==> config.mk <==
export PLATFORM = sky130hd
export DESIGN_NAME = core_mem_arb_flat
export DESIGN_NICKNAME = d
export VERILOG_FILES = /design/src/rtl/core_mem_arb_if.sv /design/src/rtl/core_mem_arb.sv /design/src/flat_wrapper.sv
export SDC_FILE = /design/constraint.sdc
export NUM_CORES = 1
export LEC_CHECK = 0
export BUFFER_PORTS_ARGS = -buffer_cell sky130_fd_sc_hd__clkbuf_2
export CAP_MARGIN = 25
export CORE_AREA = 2 2 108 110
export CTS_CLUSTER_SIZE = 8
export DETAILED_ROUTE_END_ITERATION = 16
export DIE_AREA = 0 0 110 112
export SLEW_MARGIN = 20
export SYNTH_ARGS = -nofsm -noshare
export SYNTH_HDL_FRONTEND = slang
export SYNTH_SLANG_ARGS = --single-unit
==> constraint.sdc <==
create_clock -name clk -period 2.3 [get_ports clk]
set_clock_uncertainty 0.2 [all_clocks]
set_input_delay 0.69 -clock clk [delete_from_list [all_inputs] [get_ports clk]]
set_output_delay 0.69 -clock clk [all_outputs]
set_load 0.02 [all_outputs]
==> src/rtl/core_mem_arb_if.sv <==
// Bus bundle between the I/D requesters, the memory port and core_mem_arb.
// The slave modport is the arbiter's view, the master modport is the requester/memory side.
interface core_mem_arb_if #(
   parameter int unsigned ADDR_W = 32,
   parameter int unsigned DATA_W = 32
);
   localparam int unsigned BE_W = DATA_W / 8;

   logic              i_req;
   logic [ADDR_W-1:0] i_addr;
   logic              i_ack;
   logic [DATA_W-1:0] i_rdata;

   logic              d_req;
   logic              d_we;
   logic [ADDR_W-1:0] d_addr;
   logic [DATA_W-1:0] d_wdata;
   logic [BE_W-1:0]   d_be;
   logic              d_ack;
   logic [DATA_W-1:0] d_rdata;

   logic              m_req;
   logic              m_we;
   logic [ADDR_W-1:0] m_addr;
   logic [DATA_W-1:0] m_wdata;
   logic [BE_W-1:0]   m_be;
   logic              m_ack;
   logic [DATA_W-1:0] m_rdata;

   modport slave (
      input  i_req, i_addr, d_req, d_we, d_addr, d_wdata, d_be, m_ack, m_rdata,
      output i_ack, i_rdata, d_ack, d_rdata, m_req, m_we, m_addr, m_wdata, m_be
   );

   modport master (
      output i_req, i_addr, d_req, d_we, d_addr, d_wdata, d_be, m_ack, m_rdata,
      input  i_ack, i_rdata, d_ack, d_rdata, m_req, m_we, m_addr, m_wdata, m_be
   );
endinterface

==> src/rtl/core_mem_arb.sv <==
// Shares the single external memory port between I-fetch refill and D load/store,
// with a starvation bound on the I side and cache-stall outputs to the hazard controller.
module core_mem_arb #(
   parameter int unsigned ADDR_W     = 32,
   parameter int unsigned DATA_W     = 32,
   parameter int unsigned STARVE_MAX = 4
) (
   input  logic             clk,
   input  logic             rst_n,
   core_mem_arb_if.slave    bus,
   output logic             stall_dec_out,
   output logic             stall_wb_out
);
   localparam int unsigned BE_W = DATA_W / 8;
   localparam int unsigned SCNT_W = 3;

   localparam logic [1:0] ST_IDLE  = 2'd0;
   localparam logic [1:0] ST_GNT_I = 2'd1;
   localparam logic [1:0] ST_GNT_D = 2'd2;

   localparam logic [SCNT_W-1:0] SCNT_LIM = SCNT_W'(STARVE_MAX);
   localparam logic [SCNT_W-1:0] SCNT_SAT = '1;

   localparam logic [ADDR_W-1:0] ADDR_ZERO = '0;
   localparam logic [DATA_W-1:0] DATA_ZERO = '0;
   localparam logic [BE_W-1:0]   BE_ZERO   = '0;
   localparam logic [BE_W-1:0]   BE_ALL    = '1;

   logic [1:0]        state_q, state_d;
   logic [SCNT_W-1:0] scnt_q, scnt_d;
   logic              starve;

   always_ff @(posedge clk) begin
      if (!rst_n) begin
         state_q <= ST_IDLE;
         scnt_q  <= '0;
      end else begin
         state_q <= state_d;
         scnt_q  <= scnt_d;
      end
   end

   assign starve = bus.i_req && (scnt_q == SCNT_LIM);

   // Arbitration happens only from IDLE; a grant is held until m_ack.
   always_comb begin
      state_d = state_q;
      scnt_d  = scnt_q;
      case (state_q)
         ST_IDLE: begin
            if (bus.d_req && !starve) begin
               state_d = ST_GNT_D;
               if (bus.i_req) begin
                  scnt_d = (scnt_q == SCNT_SAT) ? SCNT_SAT : scnt_q + SCNT_W'(1);
               end else begin
                  scnt_d = '0;
               end
            end else if (bus.i_req) begin
               state_d = ST_GNT_I;
               scnt_d  = '0;
            end
         end
         ST_GNT_I, ST_GNT_D: begin
            if (bus.m_ack) begin
               state_d = ST_IDLE;
            end
         end
         default: state_d = ST_IDLE;
      endcase
   end

   // Memory-side mux follows the owner; acks and stalls are same-cycle decodes.
   always_comb begin
      bus.m_req   = 1'b0;
      bus.m_we    = 1'b0;
      bus.m_addr  = ADDR_ZERO;
      bus.m_wdata = DATA_ZERO;
      bus.m_be    = BE_ZERO;
      bus.i_ack   = 1'b0;
      bus.d_ack   = 1'b0;
      case (state_q)
         ST_GNT_I: begin
            bus.m_req  = 1'b1;
            bus.m_addr = bus.i_addr;
            bus.m_be   = BE_ALL;
            bus.i_ack  = bus.m_ack;
         end
         ST_GNT_D: begin
            bus.m_req   = 1'b1;
            bus.m_we    = bus.d_we;
            bus.m_addr  = bus.d_addr;
            bus.m_wdata = bus.d_wdata;
            bus.m_be    = bus.d_be;
            bus.d_ack   = bus.m_ack;
         end
         default: ;
      endcase
   end

   assign bus.i_rdata   = bus.m_rdata;
   assign bus.d_rdata   = bus.m_rdata;
   assign stall_dec_out = bus.i_req & ~bus.i_ack;
   assign stall_wb_out  = bus.d_req & ~bus.d_ack;
endmodule

==> src/flat_wrapper.sv <==
// flat-port wrapper written by rule: the top's interface ports become plain ports
module core_mem_arb_flat 
#(
   parameter int unsigned ADDR_W     = 32,
   parameter int unsigned DATA_W     = 32,
   parameter int unsigned STARVE_MAX = 4
)
  (clk, rst_n, stall_dec_out, stall_wb_out, bus_i_req, bus_i_addr, bus_d_req, bus_d_we, bus_d_addr, bus_d_wdata, bus_d_be, bus_m_ack, bus_m_rdata, bus_i_ack, bus_i_rdata, bus_d_ack, bus_d_rdata, bus_m_req, bus_m_we, bus_m_addr, bus_m_wdata, bus_m_be);
  core_mem_arb_if #(.ADDR_W(ADDR_W), .DATA_W(DATA_W)) bus_i ();
  input  logic clk;
  input  logic rst_n;
  output logic stall_dec_out;
  output logic stall_wb_out;
  input wire logic [$bits(bus_i.i_req)-1:0] bus_i_req;
  input wire logic [$bits(bus_i.i_addr)-1:0] bus_i_addr;
  input wire logic [$bits(bus_i.d_req)-1:0] bus_d_req;
  input wire logic [$bits(bus_i.d_we)-1:0] bus_d_we;
  input wire logic [$bits(bus_i.d_addr)-1:0] bus_d_addr;
  input wire logic [$bits(bus_i.d_wdata)-1:0] bus_d_wdata;
  input wire logic [$bits(bus_i.d_be)-1:0] bus_d_be;
  input wire logic [$bits(bus_i.m_ack)-1:0] bus_m_ack;
  input wire logic [$bits(bus_i.m_rdata)-1:0] bus_m_rdata;
  output wire logic [$bits(bus_i.i_ack)-1:0] bus_i_ack;
  output wire logic [$bits(bus_i.i_rdata)-1:0] bus_i_rdata;
  output wire logic [$bits(bus_i.d_ack)-1:0] bus_d_ack;
  output wire logic [$bits(bus_i.d_rdata)-1:0] bus_d_rdata;
  output wire logic [$bits(bus_i.m_req)-1:0] bus_m_req;
  output wire logic [$bits(bus_i.m_we)-1:0] bus_m_we;
  output wire logic [$bits(bus_i.m_addr)-1:0] bus_m_addr;
  output wire logic [$bits(bus_i.m_wdata)-1:0] bus_m_wdata;
  output wire logic [$bits(bus_i.m_be)-1:0] bus_m_be;
  assign bus_i.i_req = bus_i_req;
  assign bus_i.i_addr = bus_i_addr;
  assign bus_i.d_req = bus_d_req;
  assign bus_i.d_we = bus_d_we;
  assign bus_i.d_addr = bus_d_addr;
  assign bus_i.d_wdata = bus_d_wdata;
  assign bus_i.d_be = bus_d_be;
  assign bus_i.m_ack = bus_m_ack;
  assign bus_i.m_rdata = bus_m_rdata;
  assign bus_i_ack = bus_i.i_ack;
  assign bus_i_rdata = bus_i.i_rdata;
  assign bus_d_ack = bus_i.d_ack;
  assign bus_d_rdata = bus_i.d_rdata;
  assign bus_m_req = bus_i.m_req;
  assign bus_m_we = bus_i.m_we;
  assign bus_m_addr = bus_i.m_addr;
  assign bus_m_wdata = bus_i.m_wdata;
  assign bus_m_be = bus_i.m_be;
  core_mem_arb #(.ADDR_W(ADDR_W), .DATA_W(DATA_W), .STARVE_MAX(STARVE_MAX)) u_core (.clk(clk), .rst_n(rst_n), .bus(bus_i), .stall_dec_out(stall_dec_out), .stall_wb_out(stall_wb_out));
endmodule
Yosys cells after proc, flatten, opt, wreduce, memory -nomap -nowiden
Cells that the tools add are included.
{ "classes": {"shift": 0, "reduce_logical": 8, "n_eq_ne": 6, "addsub": 1, "n_bitwise": 4, "magnitude_cmp": 0, "multipliers": 0, "div": 0, "n_mux": 15} }
{ "op_table": {"columns": ["cell", "n"], "rows": [
  ["$pmux W32 S2", 1],
  ["$mux W32", 1],
  ["$mux W3", 4],
  ["$pmux W4 S2", 1],
  ["$eq A3 B3 Y1 const B", 2],
  ["$mux W2", 3],
  ["$mux W1", 4],
  ["$pmux W2 S2", 1],
  ["$reduce_and A2 Y1", 2],
  ["$add A3 B1 Y3 const B", 1],
  ["$ne A3 B2 Y1 const B", 1],
  ["$and A1 B1 Y1", 2],
  ["$eq A2 B1 Y1 const B", 1],
  ["$eq A2 B2 Y1 const B", 1],
  ["$logic_and A1 B1 Y1", 2],
  ["$logic_not A2 Y1", 1],
  ["$ne A2 B1 Y1 const B", 1],
  ["$not A1 Y1", 2],
  ["$reduce_bool A2 Y1", 1],
  ["$reduce_or A2 Y1", 1],
  ["$logic_not A1 Y1", 1]
]} }
{ "word_totals": {"regBits": 5, "output_inout_bits": 138, "rom_bits": 0, "inputBits": 138, "n_memories": 0, "ramBits": 0, "latch_bits": 0} }

Longest topological paths before layout
Gate-level depths: netlist (run 1).
{ "logic_depth": {"ltp_word": 6, "ltp_mapped": 6, "ltp_nobuf": 5} }

Least setup slack after synthesis (run 1)
No wires, ideal clock.
{ "synth_path": {"path_type": "register to output", "startpoint": "register u_core.state_q[0]", "endpoint": "output bus_m_addr[0]", "setup_slack_ns": -0.049, "t_arrival_ns": 1.459, "required_time_ns": 1.410, "n_path_buf": 1, "stages_incl_launch_ff": 5, "path_cell_list": "dfxtp_1 inv_1 ha_1 clkbuf_1 nor2b_1"} }
{ "synth_via": {"elab_chain_len": 2, "elab_cells_between_ends": 3, "classes_between": "eq/ne: 2; mux: 1"} }
{ "synth_lines": {"columns": ["element", "line", "rtl"], "rows": [
  ["from (decl)", "core_mem_arb.sv:29", "logic [1:0] state_q, state_d;"],
  ["from (signal assigned)", "core_mem_arb.sv:38", "state_q <= state_d;"],
  ["$eq A2 B2 Y1 or $eq A2 B1 Y1 (tied branches)", "core_mem_arb.sv:81", "case (state_q)"],
  ["$pmux W32 S2 *", "core_mem_arb.sv:81", null],
  ["to (decl)", "flat_wrapper.sv:29", "output wire logic [$bits(bus_i.m_addr)-1:0] bus_m_addr;"]
]} }
Mark *: on every way between the ends. The rest lies on a longest branch, timed or not.

Worst setup path in the final report (run 1)
{ "layout_path": {"startpoint": "register u_core.state_q[0]", "endpoint": "output bus_m_be[2]"} }
{ "layout_via": {"elab_chain_len": 2, "elab_cells_between_ends": 3, "classes_between": "eq/ne: 2; mux: 1"} }
{ "layout_lines": {"columns": ["element", "line", "rtl"], "rows": [
  ["$eq A2 B2 Y1 or $eq A2 B1 Y1 (tied branches)", "core_mem_arb.sv:81", null],
  ["$pmux W4 S2 *", "core_mem_arb.sv:81", null],
  ["to (decl)", "flat_wrapper.sv:31", "output wire logic [$bits(bus_i.m_be)-1:0] bus_m_be;"]
]} }
Marked as above.

==> flow_summary_export.csv, run 1 <==
group,metric,value,unit
status,status,"finished with violations",
status,violations,"setup timing",
sta,worst_pin_slew,279,ps
pwr,leakagePower,1.43,nW
yosys,synth_top_cell_by_area,"buf_4",
placement,dpl.hpwl,6400,um
route,vias,2027,
setup_path,crit_slowest_cell,"dfxtp_4",
route,wirelength,8600,um
placement,numPlacedInstances,475,
setup_path,crit_type,"reg2out",
die,die-area,12300,um2
placement,gp_congestion,0.670,
global_routing,first_global_vias,2059,
cells_and_area,drive_above_1_share,0.792,
cells_and_area,antenna-diode-count,0,
cells_and_area,nFillCells,1200,
setup_path,reg2reg_slack,570,ps
global_routing,track_usage,0.120,
clock_network,cts-htree-levels,1,
sta,fin_crit_sh,1.02,
clock_network,cts_buffer_depth,2,
setup_path,end_kind,"primary output",
yosys,synth_flop_cell,"dfxtp_1",
sta,maxSlewViolCount,0,
clock_network,cts_root_buf,"clkbuf_16",
yosys,synthArstFlopShare,0,
yosys,seq_area_frac_synth,0.0626,
global_routing,grt_max_degree,26,
setup_path,ff2ff_path_depth,6,
setup_path,rr_endpoint,"u_core.state_q[0]$_SDFFE_PN0P_",
yosys,syn_nets,369,
yosys,syn_area,1600,um2
yosys,synth_top_area_frac,0.300,
sta,min_period,2340,ps
die,num_rows,39,
setup_path,worstSetupStartpointType,"flip-flop",
placement,io_buffer_count,179,
sta,setup_viol,50,
die,dieHeight,112,um
yosys,synth_seq_cells,5,
die,die_w,110,um
yosys,yosysWarnings,0,
clock_network,clkTransAtPathRegs,30,ps
die,coreArea,11200,um2
setup_path,crit_required,1410,ps
setup_path,crit_family,"flip-flops",
cells_and_area,ff_latch_area,108,um2
pwr,ir_worst_vdd,0.269,mV
clock_network,cts_num_sinks,5,
sta,max_slew_margin,0.813,
clock_network,clock_latency,230,ps
yosys,synthTopCellsByArea,"buf_4, a22oi_1, nor2b_1",
placement,post-place-ws,7.25,ps
setup_path,cpPeakStageDelay,370,ps
pwr,powerDensity,444,nW/um2
clock_network,cts_tree,"built",
clock_network,cts_hold_buf,0,
yosys,syn_inst,226,
min_path,min_path_type,"reg2reg",
die,io_pins,276,
yosys,synth-edff-count,0,
cells_and_area,syn2layout_area_growth,98.1,%
setup_path,cp.arrival,1450,ps
route,viasPerCell,4.18,
cells_and_area,fin_nets,486,
job,max_cap_violations,0,
route,drcViolationCount,0,
cells_and_area,multi_input_area,1250,um2
sta,hold_viol_final,0,
yosys,synthDistinctLibCells,22,
global_routing,grt_overflow,0,
sta,fmax,427,MHz
setup_path,r2r-start,"u_core.state_q[1]$_SDFFE_PN0P_",
min_path,whs_path_depth,1,
yosys,yosysMostFrequentCell,"buf_4",
sta,fin_ws,-39.3,ps
setup_path,path_cells,"inv_4 > ha_4 > buf_16 > nor2b_2 > clkbuf_8",
min_path,min_to,"u_core.scnt_q[1]$_SDFFE_PN0P_",
route,drt_pass1_iterations,4,
die,start_util,0.143,
route,detail_route.wl_per_cell,17.7,um
cells_and_area,layout.cells.non_filler,485,
global_routing,antenna_found_initial,0,
route,final_antenna_net_count,0,
sta,setup-tns-final,-808,ps
yosys,ys_top_cells_by_count,"buf_4, nor2b_1, and2_1",
yosys,syn_area_per_cell,7.08,um2
setup_path,worst-path-max-fanout,16,
sta,rsz0062_at_grt,"true",
global_routing,grt_pass1_wl,10900,um
setup_path,cp_num_buf_inv,3,
clock_network,cts_buffers,3,
min_path,worstHoldStart,"u_core.scnt_q[1]$_SDFFE_PN0P_",
route,drt-initial-drc-count,87,
logic make-up (layout without fill, tap and decap cells):
logic type	Yosys count	in the layout	synth area share
fa+ha+maj	5	5	0.0391
buf+inv	85	201	0.357
flops	5	5	0.0626
compound gates	48	48	0.221
simple gates	83	83	0.320
area by class of cell:
class                   instances  share of cell area
inverters                       6             0.00869
flip-flops and latches          5              0.0340
repair buffers                191               0.481
well taps                     143              0.0565
multi-input cells             136               0.395
clock buffers                   4              0.0249
what timing repair did:
| action | CTS | global route |
|---|---|---|
| setup endpoints to repair | 69 | 49 |
| buffers inserted | 1 | 1 |
| pin swaps | 1 | 5 |
| cloned | 2 | 3 |
| gates resized for setup | 76 | 170 |
sequential cells by signal (all words and copies together), names as in the netlist:
name,flops
u_core.scnt_q,3
u_core.state_q,2
how the worst max path moves through the flow:
stage,start,to,slack [ps],depth (start not counted)
after floorplan,u_core.state_q[0]$_SDFFE_PN0P_,stall_wb_out,10,6
after global placement,u_core.state_q[1]$_SDFFE_PN0P_,bus_m_addr[6],60,6
after detailed placement,u_core.state_q[1]$_SDFFE_PN0P_,bus_m_addr[7],7,6
after CTS,u_core.state_q[1]$_SDFFE_PN0P_,bus_m_addr[7],-50,6
after global routing,u_core.state_q[1]$_SDFFE_PN0P_,bus_m_be[2],-110,5
final,u_core.state_q[0]$_SDFFE_PN0P_,bus_m_be[2],-40,5
power by group:
group | internal, mW | switching, mW | total, mW
Clock | 0.230 | 0.0546 | 0.284
Sequential | 0.0942 | 0.00888 | 0.103
Combinational | 0.539 | 0.480 | 1.02
routing by layer:
layer / vias to the layer above / wire, um / global-route usage / part of all wire
met4: 0 / 236 / 0.0439 / 0.027
met1: 930 / 2820 / 0.114 / 0.33
met2: 135 / 4850 / 0.245 / 0.56
met3: 39 / 689 / 0.0222 / 0.080
li1: 923 / - / - / -
met5: - / 0 / 0 / 0
metrics by stage:
| stage | total power [mW] | cell area [um2] | hold slack, ps | util |
|---|---|---|---|---|
| 2_1_floorplan | 0.666 | 1670 | 258 | - |
| 3_3_place_gp | 0.778 | 2290 | 277 | 0.205 |
| 3_5_place_dp | 0.796 | 2290 | 294 | 0.205 |
| 4_1_cts | 1.24 | 2710 | 303 | 0.242 |
| 5_1_grt | 1.49 | 3170 | 309 | 0.284 |
| 6_report | 1.41 | 3170 | 301 | 0.284 |
cell usage in the layout (no fill, tap or decap), types with 4 or more instances in the layout:
cell	instances
clkbuf_16	6
a21oi_1	7
inv_1	4
a22oi_2	22
and2_1	25
and2_4	10
clkbuf_8	6
nor2b_2	23
nor2b_4	12
buf_12	6
buf_6	32
clkbuf_2	109
buf_2	9
a22oi_1	10
buf_8	8
buf_4	16
Power figures use the tool's default switching activity.
==> run 2: changes to the inputs <==
--- a/config.mk
+++ b/config.mk
@@ -13,2 +13,4 @@
 export DIE_AREA = 0 0 110 112
+export PLACE_DENSITY = 0.53
+export REMOVE_ABC_BUFFERS = 1
 export SLEW_MARGIN = 20
==> constraint.sdc (replaced) <==
create_clock -name clk -period 2.3 [get_ports clk]
set_clock_uncertainty 0.2 [all_clocks]
set_input_delay 0.23 -clock clk [delete_from_list [all_inputs] [get_ports clk]]
set_output_delay 0.23 -clock clk [all_outputs]
set_load 0.02 [all_outputs]
==> run 2 against run 1 <==
  * The run now ends clean
  * Critical path depth up 1
  * Clock power grew 2%
  * Maximum frequency up 7.2%
  * Design area fell by 29%
  * Critical endpoint is now bus_m_addr[11]
  * Critical path type unchanged
==> flow_summary_export.csv, run 2 (synthesis gave the netlist of run 1 again) <==
group,metric,value,unit
status,status,"complete, no violations",
setup_path,crit_family,"buffers and inverters",
die,die-area,12300,um2
global_routing,grt_max_degree,58,
cells_and_area,largest_reg_flops,3,
pwr,leakagePower,1.18,nW
cells_and_area,top_regs,"u_core.scnt_q (3), u_core.state_q (2)",
setup_path,crit_type,"reg2out",
die,num_rows,39,
route,final_antenna_net_count,0,
min_path,min_path_type,"in2reg",
min_path,whs_path_depth,3,
pwr,switching_power,0.437,mW
setup_path,crit_slowest_cell,"ha_2",
pwr,seqPwrFrac,0.095,
route,drt_pass1_iterations,5,
die,start_util,0.143,
placement,dpl.hpwl,10100,um
placement,io_buffer_count,179,
setup_path,r2r-start,"u_core.state_q[0]$_SDFFE_PN0P_",
sta,setup-tns-final,0,ps
clock_network,cts_buffers,3,
global_routing,grt_pass1_wl,14000,um
cells_and_area,final_cell_mix,"clkbuf_2, nor2b_1, and2_1",
sta,hold_viol_final,0,
sta,max_slew_margin,0.804,
cells_and_area,layout_commonest_cell,"clkbuf_2",
cells_and_area,nFillCells,1279,
route,drcViolationCount,0,
route,viasPerCell,4.18,
pwr,p_int,0.592,mW
clock_network,cts_tree,"built",
setup_path,ff2ff_path_depth,5,
cells_and_area,fin_nets,479,
sta,worst_pin_slew,294,ps
placement,post-place-ws,306,ps
clock_network,cts_hold_buf,0,
clock_network,clock_latency,230,ps
job,max_cap_violations,0,
sta,rsz0062_at_grt,"true",
setup_path,cp.arrival,1750,ps
cells_and_area,top_register,"u_core.scnt_q",
setup_path,crit_path_end,"bus_m_addr[11]",
placement,numPlacedInstances,474,
setup_path,end_kind,"primary output",
setup_path,worst-path-stages,6,
clock_network,cts-htree-levels,1,
setup_path,cp_num_buf_inv,3,
setup_path,cp-startpoint,"u_core.state_q[0]$_SDFFE_PN0P_",
cells_and_area,drive_above_1_share,0.570,
pwr,powerDensity,455,nW/um2
die,io_pins,276,
pwr,combPwrFrac,0.623,
sta,fin_ws,118,ps
clock_network,cts_resized,0,
setup_path,cpPeakStageDelay,360,ps
route,detail_route.wl_per_cell,23.7,um
sta,fin_crit_sh,0.949,
global_routing,antenna_found_initial,1,
setup_path,worstSetupStartpointType,"flip-flop",
placement,gp_congestion,0.741,
clock_network,cts_root_buf,"clkbuf_16",
setup_path,rr_endpoint,"u_core.state_q[0]$_SDFFE_PN0P_",
route,drt-initial-drc-count,68,
sta,min_period,2180,ps
pwr,swShare,0.425,
die,die_w,110,um
die,dieHeight,112,um
pwr,clockPowerShare,0.282,
route,vias,2003,
setup_path,crit_required,1870,ps
clock_network,clkTransAtPathRegs,30,ps
sta,setup_viol,0,
global_routing,track_usage,0.171,
clock_network,cts_buffer_depth,2,
die,coreArea,11200,um2
sta,holdWs,118,ps
clock_network,cts_num_sinks,5,
cells_and_area,syn2layout_area_growth,41.5,%
clock_network,post_cts_buffers,0,
cells_and_area,final_core_util,0.202,
pwr,ir_worst_vdd,0.281,mV
global_routing,grt_overflow,0,
setup_path,path_cells,"inv_1 > ha_2 > buf_12 > a22oi_1 > nor2b_1 > clkbuf_2",
cells_and_area,layout.cells.non_filler,479,
global_routing,first_global_vias,1926,
sta,maxSlewViolCount,0,
route,wirelength,11400,um
sta,fmax,458,MHz
setup_path,reg2reg_slack,570,ps
setup_path,worst-path-max-fanout,57,
## run 2: per-stage QoR
step                power [mW]  instance area (um2)
finish                    1.03                 2260
detailed placement       0.744                 2180
global placement         0.734                 2180
floorplan                0.454                 1050
global route              1.10                 2260
CTS                       1.04                 2260
## run 2: metal layers
layer	global-route usage	share of wire	up-vias	routed length, um
li1	-	-	908	-
met1	0.181	0.37	891	4210
met2	0.252	0.40	198	4560
met3	0.168	0.22	6	2550
met4	0.0177	0.0031	0	35
met5	0	0	-	0
## run 2: layout make-up
type / count / area, um2 / share of cell area
diodes: 1 / 2.50 / 0.00111
clock buffers: 4 / 78.8 / 0.0348
inverters: 6 / 22.5 / 0.00996
multi-input cells: 136 / 933 / 0.413
flip-flops and latches: 5 / 100 / 0.0442
well taps: 143 / 179 / 0.0791
repair buffers: 184 / 946 / 0.418
## run 2: power groups by stage
stage	Sequential, mW	Combinational [mW]	Clock (mW)
3_5_place_dp	0.0995	0.645	0
3_3_place_gp	0.0989	0.635	0
6_report	0.0982	0.641	0.290
4_1_cts	0.0982	0.649	0.295
2_1_floorplan	0.0980	0.356	0
5_1_grt	0.0993	0.699	0.301
## run 2: worst reg2reg max path: stages, from the launching register on
cell	delay (ps)
dfxtp_1	350
inv_1	80
ha_2	440
nor2b_1	270
nand2b_1	170
o32ai_2	90
## run 2: how the worst min path moves through the flow
stage / from / end / slack (ps)
global placement: bus_m_rdata[0] / bus_i_rdata[0] / 260
global route: rst_n / u_core.state_q[1]$_SDFFE_PN0P_ / 140
CTS: rst_n / u_core.state_q[1]$_SDFFE_PN0P_ / 120
finish: rst_n / u_core.state_q[1]$_SDFFE_PN0P_ / 120
floorplan: rst_n / u_core.state_q[1]$_SDFFE_PN0P_ / 180
detailed placement: bus_m_rdata[0] / bus_i_rdata[0] / 260
